<file path="src/rtl/alu_wide_seq_pkg.sv">
// Shared types and ALU opcodes for the wide-op byte sequencer.
// Opcode values match the 8-bit ALU decode.
package alu_wide_seq_pkg;

  typedef enum logic [1:0] {
    K_ADD = 2'd0,
    K_SUB = 2'd1,
    K_SHL = 2'd2,
    K_SHR = 2'd3
  } wkind_t;

  typedef enum logic [1:0] {
    IDLE = 2'd0,
    RUN  = 2'd1,
    DONE = 2'd2
  } wseq_st_t;

  localparam logic [2:0] opADD      = 3'd0;
  localparam logic [2:0] opSUB      = 3'd1;
  localparam logic [2:0] opOTYPE    = 3'd6;
  localparam logic [2:0] fnSHIFTL_O = 3'd1;
  localparam logic [2:0] fnSHIFTR_O = 3'd2;

endpackage

</file>
<file path="src/rtl/alu_wide_seq.sv">
// Wide ADD/SUB/SHL/SHR sequencer driving a shared 8-bit ALU,
// one byte per cycle, with carry chained between passes.
module alu_wide_seq
  import alu_wide_seq_pkg::*;
#(
  parameter int NBYTES = 2
) (
  input  logic                  CLK,
  input  logic                  RST_N,
  input  logic                  REQ_VALID,
  output logic                  REQ_READY,
  input  wkind_t                REQ_KIND,
  input  logic [8*NBYTES-1:0]   REQ_A,
  input  logic [8*NBYTES-1:0]   REQ_B,
  input  logic                  REQ_CIN,
  output logic                  RSP_VALID,
  input  logic                  RSP_READY,
  output logic [8*NBYTES-1:0]   RSP_RESULT,
  output logic                  RSP_COUT,
  input  logic                  ABORT,
  output logic [7:0]            ALU_A,
  output logic [7:0]            ALU_B,
  output logic [2:0]            ALU_OP,
  output logic [2:0]            ALU_FUNC,
  output logic                  ALU_OVF_IN,
  output logic                  ALU_FLAG_IN,
  input  logic [7:0]            ALU_OUT,
  input  logic                  ALU_OVF_OUT
);

  localparam int W  = 8 * NBYTES;
  localparam int IW = (NBYTES > 1) ? $clog2(NBYTES) : 1;
  localparam logic [IW-1:0] LAST = IW'(NBYTES - 1);

  wseq_st_t r_state;
  wseq_st_t w_next;

  wkind_t        r_kind;
  logic [W-1:0]  r_a;
  logic [W-1:0]  r_b;
  logic [W-1:0]  r_result;
  logic [IW-1:0] r_idx;
  logic          r_carry;
  logic          r_cout;

  logic [7:0] w_a_byte;
  logic [7:0] w_b_byte;
  logic       w_last;
  logic       w_sub_bo;
  logic       w_carry_nx;

  assign w_a_byte = r_a[{r_idx, 3'b000} +: 8];
  assign w_b_byte = r_b[{r_idx, 3'b000} +: 8];

  assign w_last = (r_kind == K_SHR) ? (r_idx == '0)
                                    : (r_idx == LAST);

  // Borrow is derived locally so the ALU's SUB overflow semantics
  // never leak into the chained result.
  assign w_sub_bo = (w_a_byte < w_b_byte) |
                    ((w_a_byte == w_b_byte) & r_carry);

  assign w_carry_nx = (r_kind == K_SUB) ? w_sub_bo : ALU_OVF_OUT;

  assign REQ_READY   = (r_state == IDLE);
  assign RSP_VALID   = (r_state == DONE);
  assign RSP_RESULT  = r_result;
  assign RSP_COUT    = r_cout;
  assign ALU_FLAG_IN = 1'b0;

  always_ff @(posedge CLK or negedge RST_N) begin
    if (!RST_N) r_state <= IDLE;
    else        r_state <= w_next;
  end

  always_comb begin
    w_next = r_state;
    unique case (r_state)
      IDLE: if (REQ_VALID) w_next = RUN;
      RUN: begin
        if (ABORT)       w_next = IDLE;
        else if (w_last) w_next = DONE;
      end
      DONE: if (ABORT || RSP_READY) w_next = IDLE;
      default: w_next = IDLE;
    endcase
  end

  always_comb begin
    ALU_A      = 8'h00;
    ALU_B      = 8'h00;
    ALU_OP     = opADD;
    ALU_FUNC   = 3'd0;
    ALU_OVF_IN = 1'b0;
    if (r_state == RUN) begin
      ALU_A      = w_a_byte;
      ALU_OVF_IN = r_carry;
      unique case (r_kind)
        K_ADD: begin
          ALU_B  = w_b_byte;
          ALU_OP = opADD;
        end
        K_SUB: begin
          ALU_B  = w_b_byte;
          ALU_OP = opSUB;
        end
        K_SHL: begin
          ALU_OP   = opOTYPE;
          ALU_FUNC = fnSHIFTL_O;
        end
        K_SHR: begin
          ALU_OP   = opOTYPE;
          ALU_FUNC = fnSHIFTR_O;
        end
        default: ;
      endcase
    end
  end

  always_ff @(posedge CLK or negedge RST_N) begin
    if (!RST_N) begin
      r_kind   <= K_ADD;
      r_a      <= '0;
      r_b      <= '0;
      r_result <= '0;
      r_idx    <= '0;
      r_carry  <= 1'b0;
      r_cout   <= 1'b0;
    end else begin
      unique case (r_state)
        IDLE: begin
          if (REQ_VALID) begin
            r_a     <= REQ_A;
            r_b     <= REQ_B;
            r_kind  <= REQ_KIND;
            r_carry <= REQ_CIN;
            r_idx   <= (REQ_KIND == K_SHR) ? LAST : '0;
          end
        end
        RUN: begin
          if (!ABORT) begin
            r_result[{r_idx, 3'b000} +: 8] <= ALU_OUT;
            r_carry <= w_carry_nx;
            if (w_last)               r_cout <= w_carry_nx;
            else if (r_kind == K_SHR) r_idx  <= r_idx - 1'b1;
            else                      r_idx  <= r_idx + 1'b1;
          end
        end
        default: ;
      endcase
    end
  end

endmodule

</file>
<file path="config.mk">
export PLATFORM = sky130hd
export DESIGN_NAME = alu_wide_seq
export DESIGN_NICKNAME = d
export VERILOG_FILES = /design/src/rtl/alu_wide_seq_pkg.sv /design/src/rtl/alu_wide_seq.sv
export SDC_FILE = /design/constraint.sdc
export NUM_CORES = 1
export LEC_CHECK = 0
export ABC_CLOCK_PERIOD_IN_PS = 5350
export BUFFER_PORTS_ARGS = -buffer_cell sky130_fd_sc_hd__clkbuf_2
export CAP_MARGIN = 10
export CELL_PAD_IN_SITES_DETAIL_PLACEMENT = 1
export CELL_PAD_IN_SITES_GLOBAL_PLACEMENT = 1
export CORE_AREA = 2 2 84 86
export DETAILED_ROUTE_END_ITERATION = 12
export DIE_AREA = 0 0 86 88
export PLACE_DENSITY = 0.81
export SYNTH_ARGS = -nofsm -noshare
export SYNTH_HDL_FRONTEND = slang
export SYNTH_SLANG_ARGS = --single-unit
</file>
<file path="constraint.sdc">
create_clock -name CLK -period 5.35 [get_ports CLK]
set_input_delay 0.2675 -clock CLK [delete_from_list [all_inputs] [get_ports CLK]]
set_output_delay 0.2675 -clock CLK [all_outputs]
set_load 0.01 [all_outputs]
</file>
==> results.txt <==
Status: finished clean
PortBufs: 89
Post-synth ARST share: 100%
CTS Buf Count: 5
Startpoint Class: flop
Worst Setup End Kind: flop
CP peak stage delay: 970 ps
Ys flop type: dfrtp_1
Fillers: 717
Tcrit/Tclk final: 49.3%
Initial core utilization: 41.6%
DRT Wirelength: 6410 um
EDFF count, synth: 0
Maximum vdd drop: 0.225 mV
Mapped cell area: 0.00277 mm2
Diodes inserted: 0
Final ANT Viol Nets: 0
Pwr per Cell Area: 636 mW/mm2
DP HPWL: 4790 um
Final core utilization: 50.5%
Top cell type's share of synthesized area: 49.8%
Yosys top cell by area: dfrtp_1
CTS tree: built
Largest net degree at the start of global routing: 56
Vias in the first global route: 2125
Hold Vio Cnt, Final: 0
WP data required: 5590 ps
Clock-pin transition on the worst setup and hold timing paths: 100 ps
CTS Hold Bufs: 0
Worst-case clock buffer depth: 2
Syn Inst Count: 208
Placed Area: 0.00324 mm2
PostCTS Resize Cnt: 0
1st-iter DRT viols: 41
Final Non-Filler Cells: 376
Remaining DRCs: 0
Fmax: 0.379 GHz
Crit-path max FO: 21
GR Overflow Total: 0
Max-cap violations: 0
Core area: 0.00664 mm2
Synth Area per Inst: 13.3 um2
H-tree levels: 2
Final setup viols: 0
Leak: 1.70 nW
Nets: 352
Via-to-Cell Ratio: 5.16
Slowest CP cell: dfrtp_1
Final setup TNS: 0 ps
Worst skew pair latency: 310 ps
Synth warnings: 0
Synth area leaders: dfrtp_1, mux2_4, mux2_1
Setup bufs post-CTS: 0
Routability congestion estimate: 0.806
DR WL/cell: 17.0 um
Die Ht: 88 um
Hold WC Path Type: primary input to asynchronous set/reset pin
Arr. time, crit path: 2870 ps
Yosys cell types: 38
CTS root buf: clkbuf_8
Worst-Margin Slew: 942 ps
Worst clock skew: 7.72 ps
DRT Pass-1 Iters: 4
First-pass GRT wire length: 10500 um
Initial antenna violation count: 0
#FFs+latches synth: 55
Layout area overhead: 21.3%
RSZ-0062 raised after global routing: no
Pins Over Slew Limit: 0
Sequential area share after synthesis: 49.8%
Layout cells sized above 1: 43.6%
Num Clock Sinks: 55
# IOs: 92
Vias post-DR: 1939
CP cell instances: mux2_1 -> ha_1 -> a211oi_1 -> o21ai_0 -> a221o_1 -> a31oi_1
Placed insts: 368
Slew margin rel.: 37.2%
Die width: 86 um
Tmin final: 2640 ps
Total global-route track usage: 17.8%
Row cnt: 30
Worst Setup Path Type: flop to flop
Full die area: 0.00757 mm2
Post-route cell area: 0.00336 mm2
[final cells by class]
cell class                 count  area, um2  area share, %
clock buffer                   6       82.6           2.46
clock inverter                 2       35.0           1.04
inverter                       3       11.3          0.336
multi-input combinational    140       1300           38.7
sequential                    55       1380           41.0
tap                           80        100           2.98
timing repair buffer          90        453           13.5
[state kept, by name, summed over array words and instances, names as in the netlist]
register,cells
r_idx,1
r_kind,2
r_state,2
RSP_COUT,1
RSP_RESULT,16
r_a,16
r_b,16
r_carry,1
[per-stage QoR]
stage | setup slack (ps) | total power, W | hold slack, ps
global route | 2500 | 0.00231 | 137
finish | 2710 | 0.00213 | 75.4
CTS | 2680 | 0.00216 | 108
floorplan | 3230 | 0.00153 | -28.1
detailed placement | 2700 | 0.00186 | 452
global placement | 2790 | 0.00182 | 441
[metal layers]
| layer | share of wire, % | up-vias | GRT usage (%) |
|---|---|---|---|
| li1 | - | 896 | - |
| met1 | 43 | 957 | 22.2 |
| met2 | 48 | 75 | 31.1 |
| met3 | 7.2 | 11 | 4.62 |
| met4 | 1.5 | 0 | 4.18 |
| met5 | 0 | - | 0 |
[power breakdown]
part           internal, W  switching (W)  leakage (nW)
clock network     0.000152       0.000139        0.0612
logic             0.000545       0.000514         0.985
registers         0.000625       0.000159         0.652
total              0.00132       0.000812          1.70
[cell usage in the layout, fill, tap and decap left out, drive strengths merged, types with 2 or more instances in the layout]
cell type	instances
nand2b	2
nor2	17
nand3	2
nor3	2
clkbuf	95
a31oi	2
mux2	57
dfrtp	55
and2	10
mux2i	8
a22oi	2
nand2	7
o21ai	2
inv	3
conb	2
and3	3
a21oi	5
ha	8
[cells in the mapped netlist (all sizes together), types with 3 or more instances]
library cell,count
and3,3
and2,10
ha,8
mux2,57
dfrtp,55
buf,10
nor2,17
mux2i,8
nand2,7
inv,3
a21oi,5
[path summary, 6_finish.rpt]
kind / startpoint / end / slack [ps] / cells after the start
min reg2reg: r_b[8] / r_b[8] / 490 / 1
max in group asynchronous: RST_N / r_b[8] / 4790 / 2
max: r_idx / r_carry / 2710 / 6
min: RST_N / RSP_RESULT[12] / 80 / 2
max reg2reg: r_idx / r_carry / 2710 / 6
min in group CLK: REQ_B[11] / r_b[11] / 170 / 2
[cell families (layout without fill, tap and decap cells)]
group	Yosys count	in the layout	share of synthesized area, %
multiplexers	65	65	29.6
flip-flops	55	55	49.8
AND/OR/NAND/NOR	47	47	8.91
AO/OA/AOI/OAI	17	17	4.16
buffers and inverters	14	101	3.48
adder cells (fa/ha/maj)	8	8	3.62
other	1	2	0.136
XOR/XNOR	1	1	0.317
[worst max-delay path, delay by kind of cell (launching register included)]
family	cells	cell delay, ps
AOI/OAI and AO/OA	4	850
adders and majority gates	1	320
DFF	1	970
muxes	1	400
No activity file was read; power rests on OpenSTA's default activity.
